===== config.mk =====
export PLATFORM = sky130hd
export DESIGN_NAME = mkio_rt_controller
export DESIGN_NICKNAME = d
export VERILOG_FILES = /design/src/rtl/mkio_rt_controller.sv
export SDC_FILE = /design/constraint.sdc
export NUM_CORES = 2
export LEC_CHECK = 0
export ABC_AREA = 1
export BUFFER_PORTS_ARGS = -buffer_cell sky130_fd_sc_hd__buf_2
export CORE_MARGIN = 8
export CORE_UTILIZATION = 25
export DETAILED_ROUTE_END_ITERATION = 12
export HOLD_SLACK_MARGIN = 0.05
export SYNTH_ARGS = -nofsm -noshare
export SYNTH_HDL_FRONTEND = slang
export SYNTH_SLANG_ARGS = --single-unit

===== constraint.sdc =====
create_clock -name clk -period 3.9 [get_ports clk]
set_input_delay 0.39 -clock clk [delete_from_list [all_inputs] [get_ports clk]]
set_output_delay 0.39 -clock clk [all_outputs]
set_load 0.02 [all_outputs]

===== src/rtl/mkio_rt_controller.sv =====
// MKIO remote-terminal message controller. Decodes command words addressed to
// this terminal (or broadcast receives), moves data words between the bus and
// per-subaddress buffers, returns the status word and reports message outcome.
module mkio_rt_controller #(
    parameter logic [4:0] ADDRESS    = 5'd1,
    parameter int         NUM_SA     = 4,
    parameter bit         BCAST_EN   = 1'b1,
    parameter int         RX_TIMEOUT = 1000
) (
    input  logic              clk,
    input  logic              reset,
    input  logic              rx_done,
    input  logic [15:0]       rx_data,
    input  logic              rx_cd,
    input  logic              p_error,
    output logic              tx_ready,
    output logic [15:0]       tx_data,
    output logic              tx_cd,
    input  logic              tx_busy,
    input  logic [4:0]        host_sa,
    input  logic [4:0]        host_addr,
    input  logic [15:0]       host_wdata,
    input  logic              host_we,
    output logic [15:0]       host_rdata,
    output logic [NUM_SA-1:0] busy_sa,
    output logic              msg_done,
    output logic              msg_error,
    output logic [4:0]        msg_sa,
    output logic [5:0]        msg_wc,
    output logic              msg_tr
);
    localparam int SA_W = (NUM_SA > 1) ? $clog2(NUM_SA) : 1;
    localparam int TO_W = $clog2(RX_TIMEOUT + 1);

    typedef enum logic [2:0] {IDLE, RX_DATA, TX_STATUS, WAIT_TX, TX_DATA} state_e;

    state_e          state_q, state_d;
    logic            me_q, me_d, bcr_q, bcr_d, bcast_q, bcast_d, tr_q, tr_d;
    logic [4:0]      sa_q, sa_d;
    logic [5:0]      wc_q, wc_d, word_q, word_d;
    logic [TO_W-1:0] to_cnt_q, to_cnt_d;
    logic            seen_busy_q, seen_busy_d;
    logic            tx_ready_q, tx_ready_d, tx_cd_q, tx_cd_d;
    logic [15:0]     sw_q, sw_d;
    logic            done_q, done_d, error_q, error_d;
    logic [15:0]     host_rdata_q;
    logic [15:0]     tx_rd_q;
    logic            rx_we, tx_rd;

    logic [15:0] rx_buf [NUM_SA][32];
    logic [15:0] tx_buf [NUM_SA][32];

    // Command word decode; mode code 2 (transmit status word) must not disturb ME/BCR.
    logic       cw_bcast, cw_accept, cw_mode, cw_legal, cw_keep;
    logic [4:0] cw_sa;
    logic [5:0] cw_wc;
    assign cw_sa     = rx_data[9:5];
    assign cw_bcast  = BCAST_EN && (rx_data[15:11] == 5'd31) && !rx_data[10];
    assign cw_accept = rx_done && !rx_cd && !p_error && ((rx_data[15:11] == ADDRESS) || cw_bcast);
    assign cw_mode   = (cw_sa == 5'd0) || (cw_sa == 5'd31);
    assign cw_legal  = (cw_sa >= 5'd1) && (cw_sa <= 5'(NUM_SA));
    assign cw_wc     = (rx_data[4:0] == 5'd0) ? 6'd32 : {1'b0, rx_data[4:0]};
    assign cw_keep   = cw_mode && (rx_data[4:0] == 5'd2);

    // Current-message qualifiers.
    logic            legal_q, more_words, host_legal;
    logic [SA_W-1:0] sa_idx, host_idx;
    logic [15:0]     status_word;
    assign legal_q     = (sa_q >= 5'd1) && (sa_q <= 5'(NUM_SA));
    assign sa_idx      = SA_W'(sa_q - 5'd1);
    assign more_words  = tr_q && legal_q && (word_q < wc_q);
    assign host_legal  = (host_sa >= 5'd1) && (host_sa <= 5'(NUM_SA));
    assign host_idx    = SA_W'(host_sa - 5'd1);
    assign status_word = {ADDRESS, me_q, 5'd0, bcr_q, 4'd0};

    // Next-state, status-flag and transmit-strobe logic.
    always_comb begin
        // NOTE: every signal driven here gets a default first, so no path can infer a latch.
        state_d     = state_q;
        me_d        = me_q;
        bcr_d       = bcr_q;
        bcast_d     = bcast_q;
        tr_d        = tr_q;
        sa_d        = sa_q;
        wc_d        = wc_q;
        word_d      = word_q;
        to_cnt_d    = to_cnt_q;
        seen_busy_d = seen_busy_q;
        tx_ready_d  = 1'b0;
        tx_cd_d     = tx_cd_q;
        sw_d        = sw_q;
        done_d      = 1'b0;
        error_d     = 1'b0;
        rx_we       = 1'b0;
        tx_rd       = 1'b0;

        if (cw_accept) begin
            // A new command always wins; any message in progress is reported as aborted.
            error_d     = (state_q != IDLE);
            sa_d        = cw_sa;
            wc_d        = cw_wc;
            tr_d        = rx_data[10];
            bcast_d     = cw_bcast;
            word_d      = '0;
            to_cnt_d    = '0;
            seen_busy_d = 1'b0;
            if (!cw_keep) begin
                me_d  = !cw_mode && !cw_legal;
                bcr_d = cw_bcast;
            end
            if (!rx_data[10] && !cw_mode) begin
                state_d = RX_DATA;
            end else if (cw_bcast) begin
                state_d = IDLE;             // broadcast mode code: never answered
                done_d  = 1'b1;
            end else begin
                state_d = TX_STATUS;
            end
        end else begin
            case (state_q)
                RX_DATA: begin
                    if (rx_done) begin
                        to_cnt_d = '0;
                        if (!rx_cd || p_error) begin
                            me_d    = 1'b1;
                            error_d = 1'b1;
                            state_d = IDLE;
                        end else begin
                            rx_we  = legal_q;   // illegal SA: words consumed, not stored
                            word_d = word_q + 6'd1;
                            if (word_d == wc_q) begin
                                if (bcast_q) begin
                                    state_d = IDLE;
                                    done_d  = !me_q;
                                    error_d = me_q;
                                end else begin
                                    state_d = TX_STATUS;
                                end
                            end
                        end
                    end else if (to_cnt_q == TO_W'(RX_TIMEOUT)) begin
                        me_d    = 1'b1;
                        error_d = 1'b1;
                        state_d = IDLE;
                    end else begin
                        to_cnt_d = to_cnt_q + 1'b1;
                    end
                end
                TX_STATUS: begin
                    if (!tx_busy) begin
                        sw_d        = status_word;
                        tx_cd_d     = 1'b0;
                        tx_ready_d  = 1'b1;
                        seen_busy_d = 1'b0;
                        state_d     = WAIT_TX;
                    end
                end
                WAIT_TX: begin
                    if (tx_busy) begin
                        seen_busy_d = 1'b1;
                    end else if (seen_busy_q) begin
                        if (more_words) begin
                            state_d = TX_DATA;
                        end else begin
                            state_d = IDLE;
                            done_d  = !me_q;
                            error_d = me_q;
                        end
                    end
                end
                TX_DATA: begin
                    // Buffer read is issued here; data and tx_ready appear together next cycle.
                    if (!tx_busy) begin
                        tx_rd       = 1'b1;
                        tx_cd_d     = 1'b1;
                        tx_ready_d  = 1'b1;
                        word_d      = word_q + 6'd1;
                        seen_busy_d = 1'b0;
                        state_d     = WAIT_TX;
                    end
                end
                default: state_d = IDLE;
            endcase
        end
    end

    // Control state and registered outputs.
    always_ff @(posedge clk or negedge reset) begin
        // NOTE: sequential state uses non-blocking assignments so all flops update together.
        if (!reset) begin
            state_q      <= IDLE;
            me_q         <= 1'b0;
            bcr_q        <= 1'b0;
            bcast_q      <= 1'b0;
            tr_q         <= 1'b0;
            sa_q         <= '0;
            wc_q         <= '0;
            word_q       <= '0;
            to_cnt_q     <= '0;
            seen_busy_q  <= 1'b0;
            tx_ready_q   <= 1'b0;
            tx_cd_q      <= 1'b0;
            sw_q         <= '0;
            done_q       <= 1'b0;
            error_q      <= 1'b0;
            host_rdata_q <= '0;
        end else begin
            state_q      <= state_d;
            me_q         <= me_d;
            bcr_q        <= bcr_d;
            bcast_q      <= bcast_d;
            tr_q         <= tr_d;
            sa_q         <= sa_d;
            wc_q         <= wc_d;
            word_q       <= word_d;
            to_cnt_q     <= to_cnt_d;
            seen_busy_q  <= seen_busy_d;
            tx_ready_q   <= tx_ready_d;
            tx_cd_q      <= tx_cd_d;
            sw_q         <= sw_d;
            done_q       <= done_d;
            error_q      <= error_d;
            host_rdata_q <= host_legal ? rx_buf[host_idx][host_addr] : 16'd0;
        end
    end

    // Message buffers: bus receive writes, host transmit-buffer writes, transmit read.
    always_ff @(posedge clk) begin
        // NOTE: buffer storage carries no reset; contents are undefined until written.
        if (rx_we)
            rx_buf[sa_idx][word_q[4:0]] <= rx_data;
        if (host_we && host_legal)
            tx_buf[host_idx][host_addr] <= host_wdata;
        if (tx_rd)
            tx_rd_q <= tx_buf[sa_idx][word_q[4:0]];
    end

    // Subaddress activity flags for data messages only.
    always_comb begin
        busy_sa = '0;
        if (state_q != IDLE && legal_q)
            busy_sa[sa_idx] = 1'b1;
    end

    assign tx_ready   = tx_ready_q;
    assign tx_cd      = tx_cd_q;
    assign tx_data    = tx_cd_q ? tx_rd_q : sw_q;
    assign host_rdata = host_rdata_q;
    assign msg_done   = done_q;
    assign msg_error  = error_q;
    assign msg_sa     = sa_q;
    assign msg_wc     = wc_q;
    assign msg_tr     = tr_q;
endmodule


# [After elaboration in Yosys (flattened, before gate mapping)]
# Memories as Yosys holds them, arrays and structs flattened.
# Index checks and enable logic that the tools add are counted.
# Widths: inputs -> output; s select.
[totals] reg_bits=74 latchBits=0 mem_bits_rw=4096 rom_bits=0 in_bits=49 wordCells=192 memories=2
[op_classes] add_sub_neg=4 multipliers=0 div_mod_pow=0 order_cmp=13 eq_ne=24 shift=0 muxes=84 n_bitwise=5 n_reduce_logical=43
[mem_list] name="rx_buf" depth=4 width=512 rd=1 rd_ports_with_merged_regs=0 wr=1 line="50" source="logic [15:0] rx_buf [NUM_SA][32];"
[mem_list] name="tx_buf" depth=4 width=512 rd=1 rd_ports_with_merged_regs=0 wr=1 line="51" source="logic [15:0] tx_buf [NUM_SA][32];"
[ops] cell="$mux 512" count=2
[ops] cell="$bmux 16 s5" count=2
[ops] cell="$demux 16 s5" count=2
[ops] cell="$mux 16" count=8
[ops] cell="$mux 1" count=41
[ops] cell="$mux 10" count=4
[ops] cell="$mux 6" count=5
[ops] cell="$mux 3" count=9
[ops] cell="$ne 3x3->1 const B" count=7
[ops] cell="$logic_and 1x1->1" count=17
[ops] cell="$ge 5x1->1 const B" count=3
[ops] cell="$le 5x3->1 const B" count=3
[ops] cell="$ge 6x6->1 const B" count=2
[ops] cell="$lt 6x1->1 const B" count=2
[ops] cell="$not 5->6" count=2
[ops] cell="$pmux 6 s2" count=1
[ops] cell="$reduce_and 4->1" count=3
[ops] cell="$reduce_bool 3->1" count=4
[ops] cell="$add 10x1->10 const B" count=1
[ops] cell="$eq 10x10->1 const B" count=1
[ops] cell="$eq 5x5->1 const B" count=2
[ops] cell="$logic_not 5->1" count=2
[ops] cell="$pmux 3 s3" count=1
[ops] cell="$pmux 1 s2" count=4
[ops] cell="other kinds (27)" count=45

# [Logic depth before layout (Yosys ltp)]
[logic_depth] word_depth=9 mapped_depth=22 depth_no_buf=14

# [Worst setup path before layout]
# OpenSTA, ideal clock, no wires.
[synth_path] kind="register -> register" start="register sa_q[0] (netlist: msg_sa[0])" end="memory rx_buf[0][0] in the netlist's numbering (enable)" arrival_time_ns=3.007 t_required_ns=3.512 setup_slack_ns=0.504 path_stages_with_launch=16 path_buffers=5 path_cell_list="dfrtp_1 > buf_4 > inv_2 > buf_6 > buf_6 > buf_2 > buf_2 > ha_1 > nor2_1 > nor2_1 > nand2_1 > inv_1 > nand2_1 > nor2_1 > nand2_1 > nor2_1"
[synth_via] elab_chain_cells=8
[synth_lines] item="start, declared" line="39" source="logic [4:0] sa_q, sa_d;"
[synth_lines] item="start signal, assigned" line="196" source="sa_q <= '0;"
[synth_lines] item="start signal, assigned" line="213" source="sa_q <= sa_d;"
[synth_lines] item="$ge 5x1->1 or $le 5x3->1 (tied branches)" line="69" source="assign legal_q = (sa_q >= 5'd1) && (sa_q <= 5'(NUM_SA));"
[synth_lines] item="$logic_and 1x1->1" line="69"
[synth_lines] item="$mux 1" line="124" source="if (!rx_cd || p_error) begin"
[synth_lines] item="$mux 1" line="122" source="if (rx_done) begin"
[synth_lines] item="$mux 1" line="120" source="case (state_q)"
[synth_lines] item="$mux 1" line="97" source="if (cw_accept) begin"
[synth_lines] item="$mux 1" line="230" source="if (rx_we)"
[synth_lines] item="$mux 512 (not written as such)" line="231" source="rx_buf[sa_idx][word_q[4:0]] <= rx_data;"
[synth_lines] item="end, declared" line="50"
# Parallel ways exist; a longest one is shown, timed or not.

# [Worst setup path after layout]
[layout_path] start="register sa_q[0] (netlist: msg_sa[0])" end="output port busy_sa[3]"
[layout_via] elab_chain_cells=6
[layout_lines] item="$sub 2x1->2" line="70" source="assign sa_idx = SA_W'(sa_q - 5'd1);"
[layout_lines] item="$lt 2x3->1 (not written as such) or $ge 2x1->1 (tied branches)" line="242" source="busy_sa[sa_idx] = 1'b1;"
[layout_lines] item="$logic_and 1x1->1 (not written as such)" line="242"
[layout_lines] item="$mux 1 (not written as such)" line="242"
[layout_lines] item="$demux 1 s2" line="242"
[layout_lines] item="$mux 4 *" line="241" source="if (state_q != IDLE && legal_q)"
[layout_lines] item="end, declared" line="25" source="output logic [NUM_SA-1:0] busy_sa,"
# Mark *: on every way between the ends. The rest lies on a longest branch, timed or not.

==> flow_summary_export.csv <==
group,metric,value,unit
run_status,status,"finished, final reports clean",
worst_setup_path,reg2regPathDepth,13,
routing,drcViolationCount,0,
worst_setup_path,ff2ff_setup_slack,0.35,ns
placement,gp_congestion,0.838,
worst_hold_path,whs_path_depth,1,
worst_setup_path,end_kind,"output port",
yosys,async_flop_share,1.39,%
yosys,synth-seq-area-share,74.4,%
worst_setup_path,start_kind,"flip-flop",
finish,synthToLayoutAreaGrowth,16.1,%
yosys,synth-seq-cells,4170,
yosys,avgSynthCellArea,12.0,um^2
cts,root_buffer,"clkbuf_16",
finish,final_cell_mix,"4112 x edfxtp_1, 3004 x nor2_1, 2411 x nand2_1, 1888 x o21ai_0, 546 x buf_4",
floorplan,dieArea,0.698,mm^2
timing,fmax,280,MHz
routing,via_per_inst,4.70,
yosys,ys_types,34,
timing,slew_violations,0,
pwr,power.static_leakage,65.7,nW
pwr,vdd_drop_max,400,uV
global_routing,grt_overflow,0,
timing,post-route-period-util,91.5,%
timing,max_slew_margin,16.3,%
worst_setup_path,r2r-start,"msg_sa[0]",
timing,fin_tns_setup,0,ns
worst_setup_path,cpPeakStageDelay,0.70,ns
finish,final_common_cell,"edfxtp_1",
routing,first_pass_iters,6,
floorplan,die_h,835,um
placement,portBuffers,100,
yosys,yosysWarnings,0,
routing,wl_per_cell,21.4,um
timing,setup_violations,0,
timing,grt_setup_unrepaired,"no",
worst_setup_path,crit_required,3.51,ns
timing,hold_viol,0,
global_routing,grt_pass1_vias,103000,
finish,fin_nets,14400,
run,cap_viol_max_count,0,
routing,first_iter_violations,14900,
cts,cts_buffers,387,
cts,cts-resized-gates,0,
global_routing,antenna_found_initial,36,
worst_setup_path,crit_slowest_cell,"inv_2",
worst_setup_path,path_cells,"inv_8 -> ha_1 -> inv_2 -> nor2_1 -> buf_2",
finish,stdcell_area,0.195,mm^2
timing,tightest_slew,1.26,ns
worst_hold_path,min_to,"tx_buf[2][312]",
cts,cts_sinks,4170,
placement,hpwl,298000,um
cts,clock_tree.buffer_depth,4,
yosys,synth_nets,14100,
worst_setup_path,critPathArrivalTime,3.18,ns
floorplan,ios,101,
worst_setup_path,timing.rr.end,"tx_rd_q[6]",
pwr,p_per_area,541,mW/mm^2
floorplan,rows,301,
worst_hold_path,min_from,"host_wdata[8]",
routing,ant_nets,0,
yosys,syn_inst,14000,
finish,layout-drive-gt1-share,8.90,%
global_routing,grt_first_pass_wirelength,727000,um
finish,final_core_util,29.1,%
timing,period_needed,3.57,ns
global_routing,grtUsageTotal,13.7,%
worst_hold_path,min_path_type,"in2reg",
floorplan,die_w,835,um
worst_setup_path,crit_fanout,19,
cts,cts.clk_slew.worst_paths,0.07,ns
routing,wl,504000,um
routing,vias,111000,
yosys,synth_edf_count,4112,
cts,htreeDepth,5,
yosys,synth_area,0.168,mm^2
cts,cts_tree,"done",
pwr,finalPower,0.105,W
cts,clk_latency,0.98,ns
floorplan,coreArea,0.670,mm^2
floorplan,start_util,25.0,%
global_routing,grt_max_degree,192,
worst_setup_path,path_class,"reg2out",
placement,postPlaceCellArea,0.182,mm^2
timing,finClkSkew,0.0612,ns
yosys,synth-main-ff-cell,"edfxtp_1",
-- how the worst max path moves through the flow --
stage          depth (start not counted)  startpoint  slack (ns)            end
3_3_place_gp                          15  host_sa[0]        0.09  host_rdata[6]
6_report                               5   msg_sa[0]        0.33     busy_sa[3]
3_5_place_dp                          15  host_sa[0]        0.09  host_rdata[6]
5_1_grt                               14   msg_sa[0]        0.19     tx_rd_q[4]
4_1_cts                                5   msg_sa[0]        0.23     busy_sa[3]
2_1_floorplan                         15   msg_sa[0]        0.50   rx_buf[0][0]
-- registers in the layout, summed over array words and instances, names as in the netlist, 5 cells and up --
name,count
rx_buf,2048
tx_buf,2048
host_rdata,16
tx_rd_q,16
to_cnt_q,10
msg_wc,6
word_q,6
msg_sa,5
-- through the flow --
stage	worst slack (ns)	instances	hold WS, ns
floorplan	0.504	14000	0.0944
global placement	0.0869	22800	0.431
detailed placement	0.0884	22800	0.437
CTS	0.228	23600	0.0717
global route	0.186	23600	0.102
finish	0.333	23600	0.121
-- layer usage --
layer  up-vias  routed length [um]  part of all wire (%)  global-route usage, %
met5         -                  87                 0.017                      0
met3       777               44300                   8.8                   2.06
met2      5074              227000                    45                   21.2
met1     55100              215000                    43                   19.5
met4        14               17600                   3.5                   4.44
li1      50000                   -                     -                      -
-- report_power, final --
| group | switching, W | internal [W] |
|---|---|---|
| combinational | 0.0127 | 0.00479 |
| sequential | 0.000256 | 0.0494 |
| clock | 0.0169 | 0.0214 |
-- cell families (layout without fill, tap and decap cells) --
group | Yosys count | in the layout | share of synthesized area [%]
AO/OA/AOI/OAI | 2624 | 2624 | 8.42
XOR/XNOR | 2 | 2 | 0.0104
adder cells (fa/ha/maj) | 24 | 24 | 0.179
buffers and inverters | 1214 | 1803 | 3.07
flip-flops | 4170 | 4170 | 74.4
multiplexers | 1 | 1 | 0.00596
other | 0 | 14 | 0
AND/OR/NAND/NOR | 5999 | 5999 | 13.9
-- cells in the mapped netlist (24+ instances only) --
library cell / count / share of area (%)
dfrtp_1: 58 / 0.86
o211ai_1: 256 / 1.1
a21oi_1: 39 / 0.12
nand3_1: 509 / 1.5
o21ai_1: 162 / 0.48
ha_1: 24 / 0.18
inv_1: 342 / 0.76
edfxtp_1: 4112 / 74
o21ai_0: 1888 / 5.6
buf_2: 278 / 0.83
nor2_1: 3022 / 6.8
o22ai_1: 273 / 1.0
buf_4: 25 / 0.11
buf_1: 61 / 0.14
clkbuf_1: 480 / 1.1
nand4_1: 34 / 0.13
nand2_1: 2411 / 5.4
-- final cells by class --
cell class                 instances  area [um^2]
clock buffer                     483        10200
inverter                         349         1370
fill                           67900       476000
timing repair buffer             763         6950
multi-input combinational       8650        37900
clock inverter                   208         2270
sequential                      4170       125000
antenna                           14         35.0
tap                             8938        11200
-- worst max-delay path: cells and delay by family (launching register included) --
kind / cells / cell delay (ns)
flops: 1 / 0.62
simple gates: 1 / 0.33
buf+inv: 3 / 1.06
fa+ha+maj: 1 / 0.22
-- what timing repair did --
action                                 4_1_cts  5_1_grt
endpoints found under the hold margin      793        0
buffers inserted                             0        0
hold buffers                                37        0
Note: power is estimated with default switching activity, not from simulation.
